===== src/rtl/key_pkg.sv =====
// Constants shared by the key_press producer and the speed/pause status machine.
package key_pkg;

  localparam int KEY_UP               = 0;
  localparam int KEY_DOWN             = 1;
  localparam int KEY_CENTER           = 2;
  localparam int N_KEYS_DEF           = 3;
  localparam int DEBOUNCE_20MS_100MHZ = 2000000;

  // Status encodings seen by the consumer of the key_press bus.
  typedef enum logic [1:0] {
    SPD_LOW   = 2'd0,
    SPD_MID   = 2'd1,
    SPD_HIGH  = 2'd2,
    SPD_PAUSE = 2'd3
  } spd_e;

endpackage


===== src/rtl/key_debounce_ch.sv =====
// One button channel: two-flop synchroniser, stability counter, debounced level
// and a single-cycle press pulse.
module key_debounce_ch #(
  parameter int DEBOUNCE_CYCLES = 2000000
) (
  input  logic clk,
  input  logic rst,
  input  logic btn_raw,
  output logic key_level,
  output logic key_press
);

  localparam int                 CNT_W   = $clog2(DEBOUNCE_CYCLES);
  localparam logic [CNT_W-1:0]   CNT_MAX = CNT_W'(DEBOUNCE_CYCLES - 1);

  logic             r_s1;
  logic             r_s2;
  logic [CNT_W-1:0] r_cnt;
  logic             r_level;
  logic             r_press;

  logic [CNT_W-1:0] w_cnt_nxt;
  logic             w_level_nxt;

  always_comb begin
    w_cnt_nxt   = '0;
    w_level_nxt = r_level;
    if (r_s2 != r_level) begin
      if (r_cnt == CNT_MAX) begin
        w_level_nxt = r_s2;
      end else begin
        w_cnt_nxt = r_cnt + 1'b1;
      end
    end
  end

  // NOTE: non-blocking assignments so every flop samples pre-edge values;
  // this is what makes r_s1 -> r_s2 a real two-stage synchroniser.
  always_ff @(posedge clk or posedge rst) begin
    if (rst) begin
      r_s1    <= 1'b0;
      r_s2    <= 1'b0;
      r_cnt   <= '0;
      r_level <= 1'b0;
      r_press <= 1'b0;
    end else begin
      r_s1    <= btn_raw;
      r_s2    <= r_s1;
      r_cnt   <= w_cnt_nxt;
      r_level <= w_level_nxt;
      // Pulse lands in the same cycle the new level first becomes visible.
      r_press <= w_level_nxt & ~r_level;
    end
  end

  assign key_level = r_level;
  assign key_press = r_press;

endmodule


===== src/rtl/key_press_gen.sv =====
// Debounces the board buttons and emits one key_press pulse per accepted press;
// channels are independent so several bits may pulse together.
module key_press_gen
  import key_pkg::*;
#(
  parameter int N_KEYS          = N_KEYS_DEF,
  parameter int DEBOUNCE_CYCLES = DEBOUNCE_20MS_100MHZ
) (
  input  logic              clk,
  input  logic              rst,
  input  logic [N_KEYS-1:0] btn_raw,
  output logic [N_KEYS-1:0] key_level,
  output logic [N_KEYS-1:0] key_press
);

  for (genvar g = 0; g < N_KEYS; g++) begin : g_ch
    key_debounce_ch #(
      .DEBOUNCE_CYCLES(DEBOUNCE_CYCLES)
    ) u_ch (
      .clk      (clk),
      .rst      (rst),
      .btn_raw  (btn_raw[g]),
      .key_level(key_level[g]),
      .key_press(key_press[g])
    );
  end

endmodule


===== config.mk =====
export PLATFORM = sky130hd
export DESIGN_NAME = key_press_gen
export DESIGN_NICKNAME = d
export VERILOG_FILES = /design/src/rtl/key_pkg.sv /design/src/rtl/key_debounce_ch.sv /design/src/rtl/key_press_gen.sv
export SDC_FILE = /design/constraint.sdc
export NUM_CORES = 1
export LEC_CHECK = 0
export CAP_MARGIN = 40
export CORE_ASPECT_RATIO = 0.8
export CORE_MARGIN = 2
export CORE_UTILIZATION = 61
export DETAILED_ROUTE_END_ITERATION = 10
export PLACE_DENSITY = 0.84
export SLEW_MARGIN = 25
export SYNTH_ARGS = -nofsm -noshare
export SYNTH_HDL_FRONTEND = slang
export SYNTH_SLANG_ARGS = --single-unit
export TNS_END_PERCENT = 20

===== constraint.sdc =====
create_clock -name clk -period 3.2 [get_ports clk]
set_clock_uncertainty 0.15 [all_clocks]
set_input_delay 0.8 -clock clk [delete_from_list [all_inputs] [get_ports clk]]
set_output_delay 0.8 -clock clk [all_outputs]
set_load 0.05 [all_outputs]

======== After elaboration in Yosys (flattened, before gate mapping) ========
Cells that the tools add are included.
operators by class
  add/sub/neg operators ................... 3
  equality and inequality tests ........... 6
  multiplexer cells ....................... 12
  bitwise logic cells ..................... 6
operators by type and width
  kind                                                             count
  21-bit 2-to-1 mux                                                6
  21-bit by 1-bit adder with 21-bit output, second input constant  3
  21-bit equality test, second input constant                      3
  1-bit 2-to-1 mux                                                 6
  1-bit AND                                                        3
  1-bit != test                                                    3
  1-bit NOT                                                        3
word-level totals
  flip-flop bits (word level) ............. 75
  input port bits ......................... 5
  output and inout bits ................... 6
  logic and storage cells ................. 42

======== Longest topological paths before layout ========
  depth after elaboration ................. 4
  mapped depth ............................ 6
  mapped depth without buffers ............ 5

======== Hierarchy ========
From an unflattened synthesis, not the netlist that was laid out.
unflattened totals
  cells, all modules ...................... 354
  area total of the unflattened synthesis .. 3697.3 sq um
by module, submodules not included
  module           times used  cells an instance  area each (sq um)  seq. area each (sq um)
  key_debounce_ch  3           118                1232.4             625.6

======== Least setup slack after synthesis ========
OpenSTA, ideal clock, no wires.
  path type ............................... reg-to-reg
  start point ............................. register g_ch[2].u_ch.r_cnt[0]
  end point ............................... register g_ch[2].u_ch.r_cnt[20]
  setup time .............................. 0.080 ns
  data arrival time ....................... 1.872 ns
  required time ........................... 2.970 ns
  setup slack ............................. 1.099 ns
  stages on the path, launching flop included .. 6
  path buffers ............................ 0
  clock period less this slack ............ 2.101 ns
  cell sequence ........................... dfrtp_1 ha_1 nand4_1 or4_1 or3_1 a21oi_1
on the way
  longest elaborated chain between the ends .. 3
  elaborated cells on any way between the ends .. 4
  those cells by class .................... add/sub (1); eq/ne (1); mux (2)
RTL lines
  element                                                                                  RTL line                                      source
  from (decl)                                                                              key_debounce_ch.sv:18                         logic [CNT_W-1:0] r_cnt;
  from (signal assigned)                                                                   key_debounce_ch.sv:49                         r_cnt <= w_cnt_nxt;
  21-bit by 1-bit adder with 21-bit output / 21-bit equality test (equally long branches)  key_debounce_ch.sv:32, key_debounce_ch.sv:29
  21-bit 2-to-1 mux *                                                                      key_debounce_ch.sv:29                         if (r_cnt == CNT_MAX) begin
  21-bit 2-to-1 mux *                                                                      key_debounce_ch.sv:28                         if (r_s2 != r_level) begin
  named net g_ch[2].u_ch.w_cnt_nxt[20]                                                     key_debounce_ch.sv:22                         logic [CNT_W-1:0] w_cnt_nxt;
Mark *: on every way through the listed nets, which the timed path passes. The rest lies on a longest branch.

======== Final worst setup path ========
  start point ............................. register g_ch[2].u_ch.r_level
  end point ............................... output key_level[2]
RTL lines
  element                 RTL line               source
  from (decl)             key_debounce_ch.sv:19  logic r_level;
  from (signal assigned)  key_debounce_ch.sv:50  r_level <= w_level_nxt;
  to (decl)               key_press_gen.sv:12    output logic [N_KEYS-1:0] key_level,
No word-level cell between the ends.

==> results.md <==
* Status: complete, no violations
* Worst EP required at 2250 ps
* Detailed-route via count at 2671
* Post-route setup TNS at 0 ps
* Die width at 90.0 um
* # nets final at 382
* Synth Warn # at 0
* Fillcell total at 453
* CTS root buffer: clkbuf_8
* Critical-path top delay cell: clkdlybuf4s50_1
* Post-Layout Cell Count at 460
* Hold Buf Count CTS at 0
* DIE HEIGHT at 72.8 um
* Switching share of power at 21.1%
* Drt total wl at 6810 um
* Crit path DAT at 1560 ps
* Worst-margin pin slew at 699 ps
* First-pass GRT wire length at 11600 um
* Synth Instances at 361
* Die area at 0.00655 sq mm
* 1st-iter DRT viols at 122
* Worst Hold Class: reg2reg
* Clock Latency Late Sink at 350 ps
* Worst vdd ir at 376 uV
* GRT Util Overall at 22.4%
* CTS buffer count at 9
* Fin crit period at 2510 ps
* CP endpoint kind: output pin
* Max Cap Viol at 0
* Most instantiated library cell after synthesis: dfrtp_1
* Placer Congestion at 0.878
* Largest net degree at the start of global routing at 35
* Final HPWL DP at 4740 um
* Sw Pwr at 0.390 mW
* CP delay by family, top: buffers and inverters
* Post-synth EDFFs at 0
* DR DRC count at 0
* Vias per cell at 5.81
* H-tree Lvls at 3
* Initial DRT Pass Iterations at 4
* RSZ-0062 raised after global routing: no
* Synth Area per Inst at 9.99 sq um
* Synth Net Count at 369
* CTS sink cnt at 75
* Final setup fails at 0
* Area growth from synthesis to layout at 11.2%
* Worst path max stage delay at 820 ps
* Yosys top cell area share at 52.0%
* Wire per inst at 14.8 um
* Final hold violation count at 0
* Seq pwr share at 52.6%
* Post-Synthesis Cell Area at 0.00361 sq mm
* Placed cells at 444
* CP max FO at 4
* CTS clk-pin slew, worst paths at 70 ps
* Clock network fraction of design power at 43.9%
* Io pins at 11
* Cells traversed along the worst timing path: clkdlybuf4s50_1
* Buf/Inv on CP at 1
* Synth Flop Type: dfrtp_1
* Number of global-route vias before repair at 2482
* FF+latch count, synth at 75
* CTS tree: built
* Post-route clock period utilization at 78.5%
* Initial core utilization at 62.0%
* Ys async rst share at 100%
* Most frequent cells after synthesis: dfrtp_1, nor2_1, xnor2_1
* Share of cells above drive strength 1 at 7.39%
* Post-CTS Setup Bufs at 0
* Power Density at 462 mW/mm^2
* Grt total ovfl at 0
* Core area at 0.00582 sq mm
* Slew margin rel. at 53.3%
* Longest Clk Path Bufs at 2
* Final Power at 1.85 mW
* IO buf count at 10
* Post-CTS Resized at 0
* Seq/Total Area, Yosys at 52.0%
* Row cnt at 25
* Crit start category: flop
* Max-slew violations at 0
* Diodes inserted at 0
* Yosys cell types at 35
* Largest cells by area after synthesis: dfrtp_1, xnor2_1, nor2_1
* Comb pwr share at 3.4%
* Largest area contributor in the netlist: dfrtp_1
* Util after Layout at 69.0%
* Critical path type: reg2out
* Antenna violations before repair at 0
* Maximum clock frequency at 0.398 GHz
* Final ANT Viol Nets at 0
* Cell internal pwr at 1.46 mW
* Static power due to leakage at 1.59 nW
## routing by layer
metal  GRT usage, %  vias up  wire length [um]
met2           35.4       60              3120
met4           7.35        0                95
met5              0        -                 0
li1               -     1313                 -
met1           30.5     1288              3300
met3           6.40       10               290
## kinds of logic (layout without fill, tap and decap cells)
family	Yosys count	in the layout	share of synthesized area (%)
buffers and inverters	22	40	2.98
xor gates and xnor gates	41	41	9.95
and+or+nand+nor	176	176	26.7
AOI/OAI and AO/OA	41	41	6.31
adders and majority gates	3	3	1.04
muxes	3	3	0.936
DFF	75	75	52.0
## state kept, by name, summed over array words and instances (netlist names)
signal,count
g_ch.u_ch.r_cnt,63
g_ch.u_ch.key_level,3
g_ch.u_ch.key_press,3
g_ch.u_ch.r_s1,3
g_ch.u_ch.r_s2,3
## metrics by stage
stage,cell area (sq um),hold WS [ps],setup slack [ps]
floorplan,3610,181,340
global placement,3780,185,1020
detailed placement,3780,187,870
CTS,4010,204,661
global route,4010,218,621
finish,4010,201,688
## worst paths after layout
path                                                  start                                to  slack, ps  depth (start not counted)
setup / recovery           g_ch[2].u_ch.key_level$_DFF_PP0_                      key_level[2]        690                          1
hold / removal                  g_ch[1].u_ch.r_s1$_DFF_PP0_       g_ch[1].u_ch.r_s2$_DFF_PP0_        200                          0
setup reg to reg            g_ch[2].u_ch.r_cnt[0]$_DFF_PP0_  g_ch[2].u_ch.r_cnt[20]$_DFF_PP0_        830                          5
hold reg to reg                 g_ch[1].u_ch.r_s1$_DFF_PP0_       g_ch[1].u_ch.r_s2$_DFF_PP0_        200                          0
max in group asynchronous                               rst       g_ch[2].u_ch.r_s2$_DFF_PP0_       1520                          3
min in group asynchronous                               rst   g_ch[0].u_ch.r_cnt[1]$_DFF_PP0_        740                          2
## placed cells by master (no fill, tap or decap), drive strengths merged, types with 3 or more instances in the layout
master         Yosys  final
mux2               3      3
or3               17     17
clkbuf             5     12
a21oi             19     19
xnor2             25     25
or4                8      8
and4               9      9
nor4               7      7
ha                 3      3
nand2             20     20
inv                9      9
nand3             21     21
dfrtp             75     75
o21ai             15     15
nand4             18     18
nand4b             4      4
buf                8      5
nor3               9      9
and3               3      3
nor2              53     53
xor2              16     16
clkdlybuf4s50      0     10
o31ai              5      5
## power groups by stage
stage / Clock (mW) / Combinational (mW) / Sequential (mW)
detailed placement: 0 / 0.0646 / 0.993
CTS: 0.826 / 0.0658 / 0.974
floorplan: 0 / 0.0430 / 0.988
finish: 0.814 / 0.0637 / 0.975
global route: 0.869 / 0.0745 / 0.977
global placement: 0 / 0.0637 / 0.991
## final cells by class
class | count | area, sq um | share of cell area (%)
clock buffer | 12 | 155 | 3.87
timing repair buffer | 15 | 150 | 3.74
multi-input combinational | 264 | 1620 | 40.4
sequential | 75 | 1880 | 46.8
tap | 81 | 101 | 2.53
clock inverter | 4 | 72.6 | 1.81
inverter | 9 | 33.8 | 0.842
Note: power is estimated with default switching activity, not from simulation.
